$ cat src/rtl/bongo_pkg.sv
// Shared drum codes and arbiter FSM state for the bongo voice path.
// Optional build macro BONGO_LOCKOUT_EN enables per-drum retrigger lockout.
package bongo_pkg;

    localparam logic DRUM_LEFT  = 1'b0;
    localparam logic DRUM_RIGHT = 1'b1;

    localparam logic [1:0] HIT_NONE  = 2'b00;
    localparam logic [1:0] HIT_LEFT  = 2'b01;
    localparam logic [1:0] HIT_RIGHT = 2'b10;

    typedef enum logic [1:0] {
        IDLE  = 2'd0,
        START = 2'd1,
        PLAY  = 2'd2
    } state_t;

endpackage

$ cat src/rtl/bongo_holdoff.sv
// Per-drum rising-edge detector with optional lockout counter.
// Lockout is compiled in only when BONGO_LOCKOUT_EN is defined.
module bongo_holdoff #(
    parameter int HOLDOFF_W      = 16,
    parameter int HOLDOFF_CYCLES = 50000
) (
    input  logic clk,
    input  logic rst,
    input  logic hit,
    output logic accept
);
    logic prev;
    logic new_hit;

    if (longint'(HOLDOFF_CYCLES) >= (64'd1 << HOLDOFF_W)) begin : g_bad_cfg
        $error("HOLDOFF_CYCLES does not fit in HOLDOFF_W bits");
    end

    always_ff @(posedge clk or posedge rst) begin
        if (rst) prev <= 1'b0;
        else     prev <= hit;
    end

    assign new_hit = hit & ~prev;

`ifdef BONGO_LOCKOUT_EN
    logic [HOLDOFF_W-1:0] cnt;

    // Edges during an active lockout vanish without a trace.
    assign accept = new_hit & (cnt == '0);

    always_ff @(posedge clk or posedge rst) begin
        if (rst)              cnt <= '0;
        else if (accept)      cnt <= HOLDOFF_W'(HOLDOFF_CYCLES);
        else if (cnt != '0)   cnt <= cnt - 1'b1;
    end
`else
    assign accept = new_hit;
`endif

endmodule

$ cat src/rtl/bongo_voice_arbiter.sv
// Arbitrates left/right bongo hits onto a single sample voice.
// Build macro BONGO_LOCKOUT_EN adds per-drum retrigger lockout.
module bongo_voice_arbiter
    import bongo_pkg::*;
#(
    parameter int HOLDOFF_W      = 16,
    parameter int HOLDOFF_CYCLES = 50000
) (
    input  logic       clk,
    input  logic       rst,
    input  logic [1:0] bongo_hit,
    input  logic       voice_done,
    output logic       voice_start,
    output logic       voice_sel,
    output logic       busy,
    output logic       dropped
);
    state_t     state;
    logic [1:0] accept;
    logic [1:0] pending;
    logic [1:0] clear_mask;
    logic [1:0] pending_nxt;
    logic       last_sel;
    logic       pick;

    bongo_holdoff #(
        .HOLDOFF_W      (HOLDOFF_W),
        .HOLDOFF_CYCLES (HOLDOFF_CYCLES)
    ) u_left (
        .clk    (clk),
        .rst    (rst),
        .hit    (bongo_hit[DRUM_LEFT]),
        .accept (accept[DRUM_LEFT])
    );

    bongo_holdoff #(
        .HOLDOFF_W      (HOLDOFF_W),
        .HOLDOFF_CYCLES (HOLDOFF_CYCLES)
    ) u_right (
        .clk    (clk),
        .rst    (rst),
        .hit    (bongo_hit[DRUM_RIGHT]),
        .accept (accept[DRUM_RIGHT])
    );

    always_comb begin
        clear_mask = 2'b00;
        if (state == START) clear_mask[voice_sel] = 1'b1;
    end

    // A fresh hit on the drum being cleared wins and stays pending.
    assign pending_nxt = (pending & ~clear_mask) | accept;

    always_comb begin
        pick = DRUM_LEFT;
        priority case (1'b1)
            &pending:            pick = ~last_sel;
            pending[DRUM_RIGHT]: pick = DRUM_RIGHT;
            default:             pick = DRUM_LEFT;
        endcase
    end

    always_ff @(posedge clk or posedge rst) begin
        if (rst) begin
            state       <= IDLE;
            pending     <= 2'b00;
            last_sel    <= DRUM_RIGHT;
            voice_start <= 1'b0;
            voice_sel   <= DRUM_LEFT;
            busy        <= 1'b0;
            dropped     <= 1'b0;
        end else begin
            pending     <= pending_nxt;
            dropped     <= |(accept & pending & ~clear_mask);
            voice_start <= 1'b0;
            unique case (state)
                IDLE: begin
                    if (|pending) begin
                        state       <= START;
                        voice_start <= 1'b1;
                        voice_sel   <= pick;
                        last_sel    <= pick;
                        busy        <= 1'b1;
                    end
                end
                START: begin
                    state <= PLAY;
                end
                PLAY: begin
                    if (voice_done) begin
                        state <= IDLE;
                        busy  <= 1'b0;
                    end
                end
                default: begin
                    state <= IDLE;
                    busy  <= 1'b0;
                end
            endcase
        end
    end

endmodule
$ cat config.mk
export PLATFORM = sky130hd
export DESIGN_NAME = bongo_voice_arbiter
export DESIGN_NICKNAME = d
export VERILOG_FILES = /design/src/rtl/bongo_pkg.sv /design/src/rtl/bongo_holdoff.sv /design/src/rtl/bongo_voice_arbiter.sv
export SDC_FILE = /design/constraint.sdc
export NUM_CORES = 1
export LEC_CHECK = 0
export ABC_CLOCK_PERIOD_IN_PS = 1400
export CORE_AREA = 10 10 47 49
export DETAILED_ROUTE_END_ITERATION = 10
export DIE_AREA = 0 0 57 59
export PLACE_DENSITY_LB_ADDON = 0.15
export SYNTH_ARGS = -nofsm -noshare
export SYNTH_HDL_FRONTEND = slang
export SYNTH_HIERARCHICAL = 1
export SYNTH_SLANG_ARGS = --single-unit
$ cat constraint.sdc
create_clock -name clk -period 1.4 [get_ports clk]
set_clock_uncertainty 0.1 [all_clocks]
set_input_delay 0.28 -clock clk [delete_from_list [all_inputs] [get_ports clk]]
set_output_delay 0.28 -clock clk [all_outputs]
set_load 0.005 [all_outputs]
# Yosys cells after proc, flatten, opt, wreduce, memory -nomap -nowiden
# Index checks and enable logic that the tools add are counted.
[totals]
register_bits = 11
input_bits = 5
[classes]
magnitude_cmp = 2
eq_ne = 4
mux = 13
bitwise_logic = 11
n_reduce_logical = 8
[ops]
columns = ["op", "count"]
rows = [
  ["1-bit 2-to-1 mux", 7],
  ["2-bit AND", 3],
  ["2-bit 2-to-1 mux", 3],
  ["2-bit case mux with 3 select lines", 1],
  ["2-bit AND reduction", 3],
  ["2-bit inequality test (second input constant)", 2],
  ["1-bit NOT", 4],
  ["2-bit OR reduction", 2],
  ["1-bit case mux with 3 select lines", 1],
  ["3-bit AND reduction", 1],
  ["1-bit AND", 2],
  ["2-bit by 1-bit == test with 1-bit output (second input constant)", 1],
  ["2-bit == test (second input constant)", 1],
  ["2-bit logical NOT", 1],
  ["1-bit by 2-bit less-than comparator with 1-bit output (second input constant)", 1],
  ["2-bit NOT", 1],
  ["2-bit bitwise OR", 1],
  ["1-bit demux with 1-bit select", 1],
  ["1-bit >= comparator (second input constant)", 1],
  ["1-bit logical AND", 1],
]

# Logic depth before layout (Yosys ltp)
[depth]
word_depth = 8
depth_mapped = 3

# By module
# The synthesis kept the hierarchy.
[modules_own_cells]
columns = ["mod", "instances", "cells_per_inst", "area_per_inst_um2"]
rows = [
  ["bongo_voice_arbiter", 1, 32, 375.4],
  ["bongo_holdoff", 2, 3, 42.5],
]

# Worst setup path before layout
# No wires, ideal clock.
[synth_timing]
path_kind = "reg-to-reg"
from = "reg state[0]"
to = "reg voice_sel"
setup_time_ns = 0.121
arrival_ns = 0.990
slack_ns = 0.190
path_stages_with_launch = 3
n_path_buf = 0
period_less_slack_ns = 1.210
cell_sequence = "dfrtp_1 or3b_1 a22o_1"
[synth_via]
elab_chain_cells = 2
[synth_rtl]
columns = ["element", "line", "rtl"]
rows = [
  ["start: declaration", "bongo_voice_arbiter.sv:18", "state_t state;"],
  ["start signal: assignment", "bongo_voice_arbiter.sv:65", "state <= IDLE;"],
  ["start signal: assignment", "bongo_voice_arbiter.sv:79", "state <= START;"],
  ["start signal: assignment", "bongo_voice_arbiter.sv:87", "state <= PLAY;"],
  ["2-bit logical NOT", "bongo_voice_arbiter.sv:76", "unique case (state)"],
  ["2-bit AND reduction (no line)", "n/a", ""],
  ["end signal: assignment", "bongo_voice_arbiter.sv:81", "voice_sel <= pick;"],
  ["end: declaration", "bongo_voice_arbiter.sv:14", "output logic voice_sel,"],
]
# Every way passes these cells.
# A chain may end at the register's enable or synchronous reset.

# Worst setup path in the final report
[layout_timing]
from = "reg busy"
to = "out busy"
[layout_rtl]
columns = ["element", "line", "rtl"]
rows = [
  ["start: declaration", "bongo_voice_arbiter.sv:15", "output logic busy,"],
  ["start signal: assignment", "bongo_voice_arbiter.sv:70", "busy <= 1'b0;"],
  ["start signal: assignment", "bongo_voice_arbiter.sv:83", "busy <= 1'b1;"],
  ["start signal: assignment", "bongo_voice_arbiter.sv:92", "busy <= 1'b0;"],
]
# No word-level cell between the ends.

==> key figures <==
Status
  • Status: finished, final reports clean

Power
  • Peak VDD IR: 0.000756 V
  • Pwr Density: a little over 2000 nW/µm²
  • LEAKAGE: approximately 0.28 nW
  • Final Power: 1.23 mW

Timing
  • Worst Tran Pin Value: 0.348 ns
  • Final setup TNS: 0 ns
  • Max-slew violation count: 0
  • Max Freq: 777 MHz
  • Final setup violation count: 0
  • Relative slew slack: approximately 77%
  • Unrepaired setup endpoints after global routing: false
  • Tmin final: around 1.3 ns
  • Fin. Hold Viols: 0
  • Final period utilization: 91.9%
  • Worst Hold Slack: around 0.11 ns

Synthesis
  • Post-synth EDFFs: 0
  • Seq/Total Area, Yosys: 60.1%
  • Syn avg cell area: ~12 µm²
  • Share of the synthesized area in the top cell type: 54.3%
  • Post-synthesis async set-or-reset flop share: 100%
  • Syn. warnings: 6
  • Post-Syn Nets: 43
  • Top post-synthesis cells by area: dfrtp_1, nor2b_4, dfstp_2
  • Dominant cell by count in the synthesized netlist: dfrtp_1
  • Main flop type after synthesis: dfrtp_1
  • Number of synthesized register bits: 11
  • Post-synth top area cell: dfrtp_1
  • Post-Syn Area: 460 µm²
  • Most frequent cells after synthesis: dfrtp_1, nor2_1, inv_1
  • Yosys cell types: 20
  • Mapped Cells: 38

Layout
  • Fin nets: just under 60
  • Reg area: 277 µm²
  • Layout cells sized above 1: 20.8%
  • Multi-input gate area: roughly 170 µm²
  • # diodes: 0
  • Layout fillers: 140
  • Area delta synth->final: 31.2%

Clock network
  • CTS Buf Count: 3
  • CTS root buffer: clkbuf_4
  • CTS Hold Bufs: 0
  • Htree depth: 1
  • Clock Pin Slew Worst Setup and Hold Paths: 0.07 ns
  • Clock latency on the worst-skew pair: 0.26 ns
  • Clk buf depth: 2
  • CTS tree: done
  • CTS Sinks: 11

Floorplan
  • Die footprint: 3360 µm²
  • Chip Width: 57 µm
  • Die Ht: 59 µm
  • Core Region: 1400 µm²
  • Ports: 9
  • Initial core utilization: 32.9%
  • Row cnt: 14

Worst setup path
  • CP Class: reg -> out
  • Top delay family on crit path: flip-flops
  • CP Max Fanout: 2
  • CP Capture Type: output port
  • CP bufs+invs: 1
  • CP Data Arrival Time: 0.91 ns
  • Max stage delay cell, worst path: dfrtp_1
  • Slowest cell delay on critical path: ~0.38 ns
  • Worst-path cell chain: dlygate4sd2_1
  • Nature of the critical path startpoint: register
  • WP data required: a little over 1 ns

Placed design
  • RePlAce Congestion: 0.734
  • Detailed placement HPWL: 742 µm
  • PortBufs: 8

GRT
  • GRT Residual Overflow: 0
  • Initial antenna violation count: 0
  • Largest net degree at the start of global routing: 10
  • First-pass GRT wire length: between 1500 and 2000 µm
  • Vias in the first global route: 339
  • Gr usage total: 6.33%

Detailed routing
  • Final wirelength: 967 µm
  • DRT iter0 DRCs: 2
  • Routed wire per std cell: about 14 µm
  • DRT Pass-1 Iters: 2
  • Routed vias: about 330
  • Vias/cell: just under 5
  • DRC: 0
  • Post-route antenna net violation count: 0

Hold path
  • Hold Crit Class: in -> async

Flow run
  • Max Cap Viol: 0
==> through the flow <==
stage | setup slack, ns | util, % | cells | cell area (µm²)
2_1_floorplan | 0.190 | - | 38 | 460
3_3_place_gp | 0.0624 | 41.1 | 64 | 576
3_5_place_dp | 0.0375 | 41.1 | 64 | 576
4_1_cts | 0.0897 | 43.1 | 69 | 604
5_1_grt | 0.0661 | 43.1 | 69 | 604
6_report | 0.113 | 43.1 | 69 | 604
==> worst paths after layout <==
path                                      start                     to  slack, ns  depth (start not counted)
setup / recovery               busy$_DFFE_PP0P_                   busy       0.11                          1
hold / removal                              rst  u_left/prev$_DFF_PP0_       0.11                          2
setup reg to reg           state[0]$_DFFE_PP0P_  voice_sel$_DFFE_PP0P_       0.12                          2
hold reg to reg                busy$_DFFE_PP0P_       busy$_DFFE_PP0P_       0.39                          1
max in group asynchronous                   rst   last_sel$_DFFE_PP1P_       0.66                          2
min in group clk               busy$_DFFE_PP0P_       busy$_DFFE_PP0P_       0.39                          1
==> cells by family after synthesis <==
group                  after synthesis  synth area share (%)
and+or+nand+nor                     15                  22.6
DFF                                 11                  60.1
AOI/OAI and AO/OA                    9                  14.9
buffers and inverters                3                  2.45
==> flip-flops by register name (all words and copies together), names as in the netlist <==
signal / cells
voice_start: 1
u_right/prev: 1
voice_sel: 1
last_sel: 1
u_left/prev: 1
pending: 2
state: 2
busy: 1
dropped: 1
==> cell type report <==
cell class	instances	share of cell area, %
sequential	11	45.8
multi-input combinational	24	28.6
clock buffer	4	4.35
tap	16	3.31
inverter	3	1.86
timing repair buffer	11	16.1
==> routing by layer <==
layer / up-vias / wire (µm) / part of all wire, % / track usage (%)
met1: 163 / 426 / 44 / 7.08
met4: 0 / 0 / 0 / 5.03
li1: 164 / - / - / -
met2: 6 / 469 / 49 / 9.15
met3: 0 / 72 / 7.4 / 2.79
met5: - / 0 / 0 / 0
==> cells in the final DEF, fill, tap and decap left out, drive strengths merged <==
master / instances
a22oi: 1
o21ai: 1
or2: 1
nor2: 4
nor2b: 3
nand2: 1
clkdlybuf4s50: 4
a21o: 3
dfstp: 1
a22o: 1
inv: 3
o22a: 1
clkbuf: 4
o2bb2ai: 1
nand3: 1
dlygate4sd2: 4
nor3b: 1
buf: 3
dfrtp: 10
or3b: 2
a31oi: 1
nand3b: 2
==> report_power, final <==
| part | internal, mW | switching [mW] |
|---|---|---|
| registers | 0.451 | 0.0996 |
| clock network | 0.110 | 0.103 |
| logic | 0.273 | 0.188 |
==> timing repair <==
item                       4_1_cts  5_1_grt
gates resized for setup          4        0
buffers inserted                 1        0
setup endpoints to repair        4        0
Power figures use the tool's default switching activity.
